**config.mk**
```make
export PLATFORM = sky130hd
export DESIGN_NAME = timer_bank
export DESIGN_NICKNAME = d
export VERILOG_FILES = /design/src/rtl/timer_bank.sv
export SDC_FILE = /design/constraint.sdc
export NUM_CORES = 1
export LEC_CHECK = 0
export CORE_UTILIZATION = 45
export DETAILED_ROUTE_END_ITERATION = 12
export SYNTH_ARGS = -nofsm -noshare
export SYNTH_HDL_FRONTEND = slang
export SYNTH_SLANG_ARGS = --single-unit
```
**constraint.sdc**
```tcl
create_clock -name clk -period 5.6 [get_ports clk]
set_clock_uncertainty 0.2 [all_clocks]
set_input_delay 1.12 -clock clk [delete_from_list [all_inputs] [get_ports clk]]
set_output_delay 1.12 -clock clk [all_outputs]
set_load 0.005 [all_outputs]
```
**src/rtl/timer_bank.sv**
```systemverilog
// timer_bank: NCH down-counting timers with memory-mapped COUNT/RELOAD/CTRL/STATUS registers.
// Define TIMER_PRESCALER_EN to add the shared tick prescaler (global register 5).
module timer_bank #(
  parameter int WIDTH   = 64,
  parameter int NCH     = 4,
  parameter int SEL_BIT = 14
) (
  input  logic             clk,
  input  logic             reset,
  input  logic             io_rd,
  input  logic             io_wr,
  input  logic [15:0]      io_addr,
  input  logic [WIDTH-1:0] io_dout,
  output logic [WIDTH-1:0] io_din,
  output logic [NCH-1:0]   irq_vec,
  output logic             interrupt_request
);

  localparam logic [3:0] R_COUNT    = 4'd0;
  localparam logic [3:0] R_RELOAD   = 4'd1;
  localparam logic [3:0] R_CTRL     = 4'd2;
  localparam logic [3:0] R_STATUS   = 4'd3;
  localparam logic [3:0] R_IRQSUM   = 4'd4;
  localparam logic [3:0] R_PRESCALE = 4'd5;

  logic [WIDTH-1:0] count  [NCH];
  logic [WIDTH-1:0] reload [NCH];
  logic [NCH-1:0]   en, periodic, ie, pend;

  logic       sel, wr, tick;
  logic [3:0] reg_idx, ch_idx;

  assign sel     = io_addr[SEL_BIT];
  assign wr      = io_wr & sel;
  assign reg_idx = io_addr[3:0];
  assign ch_idx  = io_addr[7:4];

  // Reads never change state; io_rd exists only for bus symmetry.
  logic unused_bits;
  assign unused_bits = ^{io_rd, io_addr};

`ifdef TIMER_PRESCALER_EN
  logic [15:0] prescale, presc_cnt;

  assign tick = (presc_cnt == prescale);

  always_ff @(posedge clk) begin
    if (reset) begin
      prescale  <= '0;
      presc_cnt <= '0;
    end else if (wr && reg_idx == R_PRESCALE) begin
      prescale  <= io_dout[15:0];
      presc_cnt <= '0;
    end else if (tick) begin
      presc_cnt <= '0;
    end else begin
      presc_cnt <= presc_cnt + 16'd1;
    end
  end
`else
  assign tick = 1'b1;
`endif

  always_comb begin
    io_din = '0;
    if (sel) begin
      case (reg_idx)
        R_IRQSUM: io_din[NCH-1:0] = pend & ie;
`ifdef TIMER_PRESCALER_EN
        R_PRESCALE: io_din[15:0] = prescale;
`endif
        default: begin
          for (int i = 0; i < NCH; i++) begin
            if (ch_idx == 4'(i)) begin
              case (reg_idx)
                R_COUNT:  io_din = count[i];
                R_RELOAD: io_din = reload[i];
                R_CTRL:   io_din[2:0] = {ie[i], periodic[i], en[i]};
                R_STATUS: io_din[0] = pend[i];
                default:  ;
              endcase
            end
          end
        end
      endcase
    end
  end

  // Statement order sets priority: W1C, then expiry, then COUNT/CTRL writes.
  always_ff @(posedge clk) begin
    if (reset) begin
      for (int i = 0; i < NCH; i++) begin
        count[i]  <= '0;
        reload[i] <= '0;
      end
      en       <= '0;
      periodic <= '0;
      ie       <= '0;
      pend     <= '0;
      irq_vec  <= '0;
    end else begin
      for (int i = 0; i < NCH; i++) begin
        if (wr && ch_idx == 4'(i) && reg_idx == R_STATUS && io_dout[0])
          pend[i] <= 1'b0;

        if (tick && en[i]) begin
          if (count[i] != '0) begin
            count[i] <= count[i] - WIDTH'(1);
          end else begin
            pend[i] <= 1'b1;
            if (periodic[i]) count[i] <= reload[i];
            else             en[i]    <= 1'b0;
          end
        end

        if (wr && ch_idx == 4'(i)) begin
          case (reg_idx)
            R_COUNT:  count[i]  <= io_dout;
            R_RELOAD: reload[i] <= io_dout;
            R_CTRL: begin
              en[i]       <= io_dout[0];
              periodic[i] <= io_dout[1];
              ie[i]       <= io_dout[2];
            end
            default: ;
          endcase
        end
      end
      irq_vec <= pend & ie;
    end
  end

  assign interrupt_request = |irq_vec;

endmodule

```
# Word level (Yosys, flattened, before mapping)
# Memories as Yosys holds them, arrays and structs flattened.
# Cells that the tools add are included.
[word_totals]
input_bits = 84
output_inout_bits = 69
ram_bits = 512
wordCells = 194
ff_bits = 20
mem_count = 2
[memory_table]
columns = ["memory", "words", "word_bits", "read_ports", "rd_ports_with_merged_regs", "write_ports", "line_no", "text"]
rows = [
  ["count", 4, 64, 4, 0, 4, "26", "logic [WIDTH-1:0] count [NCH];"],
  ["reload", 4, 64, 4, 0, 4, "27", "logic [WIDTH-1:0] reload [NCH];"],
]
[op_classes]
n_bitwise = 18
n_mux = 129
n_addsub = 4
eq_ne = 7
n_reduce_logical = 23
[ops]
columns = ["op", "count"]
rows = [
  ["64-bit 2-to-1 mux", 23],
  ["61-bit case mux with 2 select lines", 4],
  ["64-bit nonzero test", 4],
  ["64-bit by 1-bit subtractor with 64-bit output (second input constant)", 4],
  ["1-bit 2-to-1 mux", 92],
  ["60-bit 2-to-1 mux", 1],
  ["2-bit case mux with 3 select lines", 4],
  ["4-bit by 2-bit == test with 1-bit output (second input constant)", 4],
  ["1-bit OR", 16],
  ["1-bit case mux with 4 select lines", 4],
  ["1-bit logical AND", 12],
  ["4-bit by 1-bit == test with 1-bit output (second input constant)", 2],
  ["4-bit zero test", 2],
  ["2-bit AND reduction", 4],
  ["4-bit AND", 1],
  ["4-bit by 3-bit == test with 1-bit output (second input constant)", 1],
  ["4-bit 2-to-1 mux", 1],
  ["4-bit OR reduction", 1],
  ["1-bit AND", 1],
]

# Depth between registers and ports, before layout
[logic_depth]
word_depth = 13
mapped_depth = 12
mapped_depth_nobuf = 9

# Worst setup path after synthesis
# No wires, ideal clock.
[synth_path]
path_type = "input to register"
from = "input port io_addr[1]"
to = "memory reload[1][0] (enable)"
cell_stages = 7
n_path_buf = 4
t_arrival_ns = 5.392
setup_ns = 0.499
t_required_ns = 4.901
setup_slack_ns = -0.492
cell_sequence = "clkbuf_1 nor3_1 clkbuf_1 nand2_1 clkbuf_1 buf_1 o21bai_1"
[synth_lines]
columns = ["item", "line_no", "text"]
rows = [
  ["start, declared", "12", "input logic [15:0] io_addr,"],
  ["end, declared", "27", ""],
]

# Final worst setup path
[layout_path]
from = "input port io_addr[4]"
to = "output port io_din[49]"
[layout_via]
elab_chain_cells = 12
elab_cells_between_ends = 15
cone_classes = "3 x eq/ne; 11 x mux; 1 x reduce/logical"
[layout_lines]
columns = ["item", "line_no", "text"]
rows = [
  ["4-bit zero test", "74", "if (ch_idx == 4'(i)) begin"],
  ["64-bit 2-to-1 mux", "74", ""],
  ["64-bit 2-to-1 mux", "67", "case (reg_idx)"],
  ["64-bit 2-to-1 mux", "66", "if (sel) begin"],
  ["61-bit case mux with 2 select lines", "75", "case (reg_idx)"],
  ["64-bit 2-to-1 mux", "74", ""],
  ["61-bit case mux with 2 select lines", "75", ""],
  ["64-bit 2-to-1 mux", "74", ""],
  ["61-bit case mux with 2 select lines", "75", ""],
  ["64-bit 2-to-1 mux (*)", "74", ""],
  ["60-bit 2-to-1 mux (*)", "67", ""],
  ["64-bit 2-to-1 mux (*)", "66", ""],
  ["end, declared", "14", "output logic [WIDTH-1:0] io_din,"],
]
# Every way passes the cells marked *; elsewhere a longest branch is shown, timed or not. The select of a mux whose other input is x is not followed.

==> flow_metrics.py <==
metrics = {
    "logic_synthesis": {
        "syn_nets": 3466,
        "synthFlopType": "edfxtp_1",
        "ys_types": 73,
        "yosysMostFrequentCell": "edfxtp_1",
        "synth.area.top_cells": "edfxtp_1 47%, o21ai_0 5.1%, and2_1 5.1%, nand2_1 4.2%, mux2i_1 4.2%",
        "syn_avg_cell_area_um2": 9.65,
        "synthTopCellsByCount": "512 x edfxtp_1, 367 x nand2_1, 334 x o21ai_0",
        "ys_ff_latch": 532,
        "synthCells": 3375,
        "postSynth.asyncResetShare_pct": 0,
        "synth_area_mm2": 0.0326,
        "synth-simple-area-share_pct": 21.2,
        "yosys_warnings": 0,
        "synth-adder-area-share_pct": 0.269,
        "synth_compound_area_share_pct": 15.2,
        "yosysTopAreaCellShare_pct": 47.2,
        "yosysSeqAreaShare_pct": 48.4,
        "synth-edff-count": 512,
        "yosysTopAreaCell": "edfxtp_1",
        "synth_xor_area_share_pct": 5.94,
        "muxShareOfSynthArea_pct": 5.90,
        "synth_top_family_by_area": "simple AND/OR/NAND/NOR gates",
    },
    "sta": {
        "min_period_ps": 5470,
        "setup_viol": 0,
        "period_share_pct": 97.7,
        "slew_violations": 0,
        "hold_slack_ps": 303,
        "rsz0062_at_grt": "no",
        "fmax_mhz": 183,
        "relSlewSlack_pct": 27.3,
        "fin_ws_ps": 130,
        "finalHoldViolCount": 0,
        "worst_slew_pin_slew_ps": 1080,
    },
    "power": {
        "p_leak_nw": 12.6,
        "finalPower_mw": 9.53,
        "p_sw_mw": 2.33,
        "swShare_pct": 24.4,
        "p_int_mw": 7.20,
        "powerDensity_mw_per_mm2": 253,
        "worst_ir_drop_vdd_mv": 0.228,
        "pwr-share-seq_pct": 49.1,
        "clockPowerShare_pct": 43.8,
        "combPwrFrac_pct": 7.2,
    },
    "layout": {
        "stdcell_area_mm2": 0.0376,
        "syn_to_final_growth_pct": 15.5,
        "nNetsFinal": 3568,
        "n_fill_cell": 6511,
        "drive_gt1_share_pct": 8.97,
        "fin_cells": 4475,
    },
    "placed_design": {
        "port_buffers": 144,
        "placed_cell_area_mm2": 0.0356,
        "gp_congestion": 0.936,
        "hpwl_mm": 81.8,
        "dpl_worst_slack_ps": 266,
        "dpl.cell_count": 4359,
    },
    "drt": {
        "wl_per_cell_um": 28.1,
        "drtPass1Iterations": 6,
        "drc": 0,
        "finalWirelength_mm": 126,
        "detail_route.vias_per_cell": 6.52,
        "drt_iter0_drc": 3570,
        "ant_nets": 0,
        "vias": 29200,
    },
    "setup_path": {
        "worstReg2RegEnd": "count[2][55]",
        "crit_type": "in2out",
        "worstPathMaxFanout": 54,
        "reg2reg_depth": 6,
        "crit_path_start_kind": "input port",
        "crit_path_end_kind": "primary output",
        "cp.required_ps": 4280,
        "rrSetupSlack_ps": 730,
        "arrival_ps": 4150,
        "r2r_start": "count[2][17]",
    },
    "global_route": {
        "grt_max_degree": 75,
        "grt_pass1_wl_mm": 186,
        "grt_pass1_vias": 28500,
        "antenna_found_initial": 1,
        "grtUsageTotal_pct": 33.7,
        "overflow": 0,
    },
    "clocking": {
        "cts_tree": "yes",
        "postCtsSetupBuffers": 0,
        "clkTransAtPathRegs_ps": 60,
        "htree_levels": 3,
        "cts.repair.resized": 0,
        "hold_buffers": 0,
        "clk_latency_ps": 620,
        "cts_root_buffer": "clkbuf_16",
        "clkSinkCount": 532,
        "clockBufferDepth": 3,
        "cts_buffers": 66,
    },
    "floorplan": {
        "die_h_um": 271,
        "io_pins": 153,
        "fp-row-count": 98,
        "die_x_um": 271,
        "fp.dieArea_mm2": 0.0735,
        "start_util_pct": 45.5,
        "core_area_mm2": 0.0716,
    },
    "outcome": {
        "status": "finished, final reports clean",
    },
    "flow_run": {
        "cap_violations": 0,
    },
    "hold_path": {
        "hold_path_end": "irq_vec[3]",
        "hold_class": "reg2reg",
        "hp-start": "ie[3]",
        "hold_depth": 2,
    },
}
flip-flops by register name, summed over array words and instances (netlist names):
name / flops
periodic: 4
count: 256
irq_vec: 4
en: 4
pend: 4
ie: 4
reload: 256
logic make-up (layout without fill, tap and decap cells):
logic type / count (synthesis) / in the layout
buffers and inverters: 245 / 392
multiplexers: 185 / 185
AND/OR/NAND/NOR: 1352 / 1352
XOR/XNOR: 221 / 221
AO/OA/AOI/OAI: 833 / 833
other: 0 / 3
adder cells (fa/ha/maj): 7 / 7
flip-flops: 532 / 532
worst max path at each step:
stage | startpoint | endpoint | slack (ps) | cells after the start
global route | io_addr[4] | io_din[49] | 50 | 8
finish | io_addr[4] | io_din[49] | 130 | 8
CTS | io_addr[4] | io_din[27] | 220 | 9
detailed placement | io_addr[4] | io_din[27] | 270 | 9
global placement | io_addr[4] | io_din[27] | 260 | 9
floorplan | io_addr[1] | reload[1][0] | -490 | 7
critical path, cell delays in order:
cell             delay (ps)
clkdlybuf4s50_1         450
nor4_2                  720
buf_12                  330
a22oi_1                 120
o22ai_1                 400
a21oi_1                 110
o22ai_1                 240
clkdlybuf4s50_1         550
stage by stage:
stage | utilization, % | setup TNS [ps]
6_report | 52.5 | 0
5_1_grt | 52.5 | 0
4_1_cts | 52.5 | 0
3_5_place_dp | 49.7 | 0
3_3_place_gp | 49.7 | 0
2_1_floorplan | - | -94390
layout make-up:
cell class	count	area, µm²	share of cell area (%)
Clock buffer	88	1800	4.78
Inverter	10	37.5	0.0998
Timing Repair Buffer	269	2580	6.86
Multi-Input combinational cell	2598	16000	42.6
Tap cell	950	1190	3.16
Antenna cell	3	7.51	0.0200
Clock inverter	25	220	0.585
Sequential cell	532	15800	41.9
layer usage:
metal	up-vias	global-route usage, %	wire length, µm
met1	14400	43.2	48700
met2	1732	53.4	58100
met5	-	0	0
met4	0	18.7	6830
li1	12800	-	-
met3	354	6.38	12100
power groups by stage:
stage,sequential (mW),clock [mW],combinational (mW)
after floorplan,4.71,0,0.359
after global placement,4.74,0,0.660
after detailed placement,4.75,0,0.668
after CTS,4.67,4.20,0.673
after global routing,4.69,4.35,0.721
final,4.67,4.17,0.683
placed cells by master (no fill, tap or decap), types with 9 or more instances in the layout:
cell type / n
a21oi_1: 129
a22oi_1: 145
a32oi_1: 12
and2_1: 264
and3_1: 10
buf_12: 16
buf_4: 109
clkbuf_1: 19
clkbuf_16: 69
clkdlybuf4s50_1: 142
clkinv_1: 13
dfxtp_1: 20
edfxtp_1: 512
inv_1: 10
mux2_2: 47
mux2i_1: 137
nand2_1: 363
nand2b_1: 17
nand3_1: 40
nand4_1: 26
nand4b_1: 9
nor2_1: 260
nor3_1: 88
nor4_1: 96
nor4b_1: 10
o21ai_0: 332
o21ai_1: 21
o22ai_1: 123
or2_2: 11
or3_1: 46
or4_1: 45
xnor2_1: 131
xor2_1: 90
Power figures use the tool's default switching activity.
